### src/rtl/lbp_pkg.sv
// lbp_pkg: default geometry, scheduler states and 3x3 window slot indices
package lbp_pkg;
   localparam int DEF_IMG_W = 128;
   localparam int DEF_IMG_H = 128;
   localparam int DEF_ADDR_W = 14;
   typedef enum logic [2:0] {IDLE, FETCH, CAPTURE, EMIT, DONE} state_t;
   localparam int G_TL = 0;
   localparam int G_TM = 1;
   localparam int G_TR = 2;
   localparam int G_ML = 3;
   localparam int G_C = 4;
   localparam int G_MR = 5;
   localparam int G_BL = 6;
   localparam int G_BM = 7;
   localparam int G_BR = 8;
endpackage

### src/rtl/lbp_line_buffer.sv
// lbp_line_buffer: two previous image rows, read and shifted one column per capture
module lbp_line_buffer #(
   parameter int IMG_W = 128
) (
   input  logic                     clk,
   input  logic                     we,
   input  logic [$clog2(IMG_W)-1:0] col,
   input  logic [7:0]               p,
   output logic [7:0]               top,
   output logic [7:0]               mid
);
   logic [7:0] lb_a [IMG_W];
   logic [7:0] lb_b [IMG_W];
   assign top = lb_a[col];
   assign mid = lb_b[col];
   always_ff @(posedge clk)
      if (we) begin
         lb_a[col] <= lb_b[col];
         lb_b[col] <= p;
      end
endmodule

### src/rtl/lbp_window_sched.sv
// lbp_window_sched: single-pass raster fetch that emits the 3x3 window of every interior pixel
module lbp_window_sched
   import lbp_pkg::*;
#(
   parameter int IMG_W = DEF_IMG_W,
   parameter int IMG_H = DEF_IMG_H,
   parameter int ADDR_W = DEF_ADDR_W
) (
   input  logic              clk,
   input  logic              reset,
   input  logic              gray_ready,
   output logic              gray_req,
   output logic [ADDR_W-1:0] gray_addr,
   input  logic [7:0]        gray_data,
   output logic              win_valid,
   input  logic              win_ready,
   output logic [ADDR_W-1:0] win_addr,
   output logic [71:0]       win_data,
   output logic              finish
);
   localparam int CW = $clog2(IMG_W);
   localparam int RW = $clog2(IMG_H);
   state_t state, state_nx;
   logic [CW-1:0] col;
   logic [RW-1:0] row;
   logic [ADDR_W-1:0] row_a, col_a;
   logic [7:0] top, mid;
   logic [47:0] hist;
   logic [71:0] win_nx;
   logic col_end, last_px, emit_now, frame_end;
   assign row_a = ADDR_W'(row);
   assign col_a = ADDR_W'(col);
   assign col_end = col == CW'(IMG_W - 1);
   assign last_px = col_end && row == RW'(IMG_H - 1);
   assign emit_now = row >= RW'(2) && col >= CW'(2);
   // counters only return to the origin by wrapping past the last pixel
   assign frame_end = row == '0 && col == '0;
   assign gray_addr = row_a * ADDR_W'(IMG_W) + col_a;
   assign win_nx = {gray_data, hist[47:32], mid, hist[31:16], top, hist[15:0]};
   lbp_line_buffer #(.IMG_W(IMG_W)) u_lb (
      .clk(clk),
      .we(state == CAPTURE),
      .col(col),
      .p(gray_data),
      .top(top),
      .mid(mid)
   );
   always_ff @(posedge clk or posedge reset)
      if (reset) state <= IDLE;
      else state <= state_nx;
   always_comb begin
      state_nx = state;
      gray_req = state == FETCH;
      win_valid = state == EMIT;
      finish = state == DONE;
      case (state)
         IDLE:    state_nx = gray_ready ? FETCH : IDLE;
         FETCH:   state_nx = CAPTURE;
         CAPTURE: state_nx = emit_now ? EMIT : last_px ? DONE : gray_ready ? FETCH : IDLE;
         EMIT:    state_nx = !win_ready ? EMIT : frame_end ? DONE : gray_ready ? FETCH : IDLE;
         DONE:    state_nx = DONE;
         default: state_nx = IDLE;
      endcase
   end
   always_ff @(posedge clk or posedge reset)
      if (reset) begin
         row <= '0;
         col <= '0;
         win_addr <= '0;
         win_data <= '0;
      end else if (state == CAPTURE) begin
         col <= col_end ? '0 : col + 1'b1;
         if (col_end) row <= row + 1'b1;
         if (emit_now) begin
            win_addr <= (row_a - ADDR_W'(1)) * ADDR_W'(IMG_W) + col_a - ADDR_W'(1);
            win_data <= win_nx;
         end
      end
   // stale history is harmless: no window is emitted before two fresh columns exist
   always_ff @(posedge clk)
      if (state == CAPTURE) hist <= {win_nx[8*G_BM +: 16], win_nx[8*G_C +: 16], win_nx[8*G_TM +: 16]};
endmodule

### config.mk
export PLATFORM = sky130hd
export DESIGN_NAME = lbp_window_sched
export DESIGN_NICKNAME = d
export VERILOG_FILES = /design/src/rtl/lbp_pkg.sv /design/src/rtl/lbp_line_buffer.sv /design/src/rtl/lbp_window_sched.sv
export SDC_FILE = /design/constraint.sdc
export NUM_CORES = 2
export LEC_CHECK = 0
export ABC_AREA = 0
export CORE_ASPECT_RATIO = 0.5
export CORE_MARGIN = 1
export CORE_UTILIZATION = 52
export CTS_BUF_LIST = sky130_fd_sc_hd__clkbuf_2
export CTS_CLUSTER_SIZE = 10
export DETAILED_ROUTE_END_ITERATION = 6
export PLACE_DENSITY = 0.68
export SYNTH_ARGS = -nofsm -noshare
export SYNTH_HDL_FRONTEND = slang
export SYNTH_SLANG_ARGS = --single-unit
### constraint.sdc
create_clock -name clk -period 7.4 [get_ports clk]
set_input_delay 1.11 -clock clk [delete_from_list [all_inputs] [get_ports clk]]
set_output_delay 1.11 -clock clk [all_outputs]
set_load 0.02 [all_outputs]
==> flow_summary.yaml <==
status:
  run_status: "complete, no violations"
cts:
  clock_tree.htree_level_count: 5
  cts_tree: "yes"
  clock_sink_count: 2199
  maximum_root_to_sink_buffer_count: 4
  cts_root_buffer: "sky130_fd_sc_hd__clkbuf_2"
  clk_latency_ns: 1.89
  clk_transition_reported_paths_ns: 0.14
  cts_inserted_buffers: 474
worst_setup_path:
  required_ns: 8.83
  r2r_slack_ns: 1.08
  worst_setup_path_end_kind: "register"
  rr_endpoint: "u_lb.lb_a[61][6]$_DFFE_PP_"
  ff2ff_path_depth: 8
  critical_path_fanout_max: 97
  cp_common_cell: "sky130_fd_sc_hd__buf_12"
  kind_of_launch_point_of_the_worst_setup_path: "register"
  worst_ep_arrival_time_ns: 7.74
  crit_start: "col[0]$_DFFE_PP0P_"
  r2r-start: "col[0]$_DFFE_PP0P_"
  crit_end: "u_lb.lb_a[61][6]$_DFFE_PP_"
  crit_path_max_incr_delay_ns: 1.22
  worstSetupPathType: "reg2reg"
  crit_slowest_cell: "sky130_fd_sc_hd__dfrtp_4"
  path_cells: "buf_12 > buf_12 > mux2i_1 > o22ai_1 > o21ai_0 > a41oi_1 > or4_4 > buf_4"
global_route:
  first_global_vias: 46951
  grt_pass1_wl_um: 313800
  grt-ovfl-total: 0
  largest_net_degree_at_the_start_of_global_routing: 113
  number_of_antenna_violations_at_the_first_check_in_global_routing: 10
  grt_util_all_layers: 0.2623
sta:
  worstMarginPinSlew_ns: 1.309
  final_worst_clock_skew_ns: 0.1694
  timing.final.max_slew_violations: 0
  setup_violations_final: 0
  final.setup.worst_slack_ns: 1.084
  rsz0062_at_grt: "no"
  total_negative_slack_for_setup_checks_ns: 0
  fmaxAchievable_ghz: 0.1583
  worst_rel_slew_slack: 0.1155
  period_share: 0.8535
  period_needed_ns: 6.316
  hold_violations: 0
floorplanning:
  io-pin-count: 115
  floorplan.rows: 104
  start_util: 0.5256
  design.core.area_um2: 161400
  dieHeight_um: 287.6
  die_w_um: 573.1
  fp.dieArea_um2: 164800
yosys:
  synth_warnings: 0
  gate_count_post_synth: 4861
  postSynth.topFlopCell: "sky130_fd_sc_hd__edfxtp_1"
  synth.cell_area_um2: 84810
  synthesis.area_per_instance_um2: 17.45
  synth_async_sr_flop_share: 0.04684
  post_synthesis_sequential_area_ratio: 0.7725
  mappedNetlistNets: 4882
  synth_enable_flop_cells: 2096
  synth_cell_types: 45
  yosys_register_bits: 2199
route:
  post_drt_via_cell_ratio: 6.090
  first_pass_drt_iterations: 6
  antenna_left: 0
  drt_wl_total_um: 219600
  route.detailed.wl_per_inst_um: 27.92
  routed-via-count: 47907
  drtIter0Drc: 5833
  drc: 0
pwr:
  leakagePower_nw: 32.08
  pwr_density_cell_nw_per_um2: 359.6
  peakVddDrop_mv: 0.3895
finish:
  final_cell_mix: "2096 x sky130_fd_sc_hd__edfxtp_1, 1024 x sky130_fd_sc_hd__mux2i_1, 724 x sky130_fd_sc_hd__clkbuf_2"
  post_layout_nonfiller_instances: 7866
  layout-drive-gt1-share: 0.1785
  mostFrequentLayoutCell: "sky130_fd_sc_hd__edfxtp_1"
  multiInputGateArea_um2: 17960
  areaGrowthSynthToFinish_pct: 9.818
  stdcell_area_um2: 93140
  fillerInstances: 12246
  finalNetCount: 5371
  register_area_um2: 65520
placement:
  placed_cell_area_um2: 88960
  routabilityCongestion: 0.8414
  placement.io_buffers: 114
  dpl.cell_count: 7034
  hpwlAfterDp_um: 123000
  dpl_worst_slack_ns: 1.411
run:
  max_cap_viol_count: 0
hold_path:
  worstHoldPathType: "in2async"
==> registers in the layout (all words and copies together), names as in the netlist <==
name,cells
col,7
hist,48
row,7
state,3
u_lb.lb_a,1024
u_lb.lb_b,1024
win_addr,14
win_data,72
==> timing repair <==
action	4_1_cts	5_1_grt
hold buffers	13	0
gates resized for setup	0	0
buffers inserted	0	0
hold endpoints to repair	579	0
==> cell type report <==
class,count,area share
tap,2173,0.02919
antenna,8,0.0002149
clock inverter,87,0.004232
clock buffer,724,0.03890
timing repair buffer,311,0.03082
inverter,7,0.0003090
multi-input combinational,2357,0.1928
sequential,2199,0.7035
==> cells in the mapped netlist, types with 2 or more instances <==
master	count	share of area
sky130_fd_sc_hd__a21oi_1	2	0.00012
sky130_fd_sc_hd__a41oi_1	64	0.0066
sky130_fd_sc_hd__buf_1	22	0.00097
sky130_fd_sc_hd__buf_2	121	0.0071
sky130_fd_sc_hd__buf_4	28	0.0025
sky130_fd_sc_hd__buf_6	14	0.0019
sky130_fd_sc_hd__clkbuf_1	113	0.0050
sky130_fd_sc_hd__dfrtp_1	103	0.030
sky130_fd_sc_hd__edfxtp_1	2096	0.74
sky130_fd_sc_hd__ha_1	9	0.0013
sky130_fd_sc_hd__inv_1	7	0.00031
sky130_fd_sc_hd__mux2_2	16	0.0021
sky130_fd_sc_hd__mux2i_1	1024	0.12
sky130_fd_sc_hd__nand2_1	218	0.0096
sky130_fd_sc_hd__nand2b_1	3	0.00022
sky130_fd_sc_hd__nand3_1	9	0.00053
sky130_fd_sc_hd__nand4_1	4	0.00030
sky130_fd_sc_hd__nor2_1	142	0.0063
sky130_fd_sc_hd__nor2b_1	6	0.00044
sky130_fd_sc_hd__nor3_1	7	0.00041
sky130_fd_sc_hd__nor3b_1	2	0.00018
sky130_fd_sc_hd__nor4_1	2	0.00015
sky130_fd_sc_hd__o21ai_0	204	0.012
sky130_fd_sc_hd__o21ai_1	71	0.0042
sky130_fd_sc_hd__o22ai_1	512	0.038
sky130_fd_sc_hd__or2_2	3	0.00022
sky130_fd_sc_hd__or3_1	2	0.00015
sky130_fd_sc_hd__or4_4	16	0.0021
sky130_fd_sc_hd__xnor2_1	20	0.0021
sky130_fd_sc_hd__xor2_1	6	0.00062
==> worst max-delay path, delay by kind of cell (launching register included) <==
kind                   cells  cell delay, ns
AOI/OAI and AO/OA          3            1.44
DFF                        1            1.22
muxes                      1            0.16
and+or+nand+nor            1            0.91
buffers and inverters      3            1.72
==> metal layers <==
layer / up-vias / track usage / wire length [µm] / share of wire
met5: - / 0 / 57 / 0.00026
met4: 8 / 0.08086 / 4470 / 0.020
met3: 320 / 0.07344 / 24190 / 0.11
met2: 2450 / 0.3964 / 98930 / 0.45
met1: 24538 / 0.3724 / 91990 / 0.42
li1: 20591 / - / - / -
==> through the flow <==
stage               hold WS (ns)  utilization  power, mW
finish                    0.2459       0.5772      33.49
global route              0.2028       0.5772      34.67
CTS                      0.03147       0.5771      33.42
detailed placement        0.4233       0.5513      26.43
global placement          0.4187       0.5513      26.17
floorplan                 0.4146            -      22.71
==> worst min-delay path by stage <==
stage	slack, ns	to	from	depth (start not counted)
5_1_grt	0.20	win_data[56]$_DFFE_PP0P_	reset	3
2_1_floorplan	0.41	win_data[0]$_DFFE_PP0P_	hist[0]$_DFFE_PP_	2
4_1_cts	0.03	win_data[37]$_DFFE_PP0P_	reset	3
3_3_place_gp	0.42	win_data[52]$_DFFE_PP0P_	hist[36]$_DFFE_PP_	2
6_report	0.25	win_data[45]$_DFFE_PP0P_	reset	3
3_5_place_dp	0.42	win_data[1]$_DFFE_PP0P_	hist[1]$_DFFE_PP_	2
==> report_power, final <==
part	leakage (nW)	internal, mW	switching, mW
Clock	3.19	2.62	4.52
Sequential	20.3	16.0	0.195
Combinational	8.60	2.97	7.23
Total	32.1	21.5	11.9
==> kinds of logic (layout without fill, tap and decap cells) <==
| family | count (synthesis) | in the layout | synth area share |
|---|---|---|---|
| xor+xnor | 26 | 26 | 0.002685 |
| buf+inv | 305 | 1129 | 0.01776 |
| other cells | 0 | 8 | 0 |
| flops | 2199 | 2199 | 0.7725 |
| fa+ha+maj | 9 | 9 | 0.001328 |
| simple gates | 423 | 423 | 0.02148 |
| mux | 1040 | 1040 | 0.1230 |
| compound gates | 859 | 859 | 0.06125 |
Note: power is estimated with default switching activity, not from simulation.
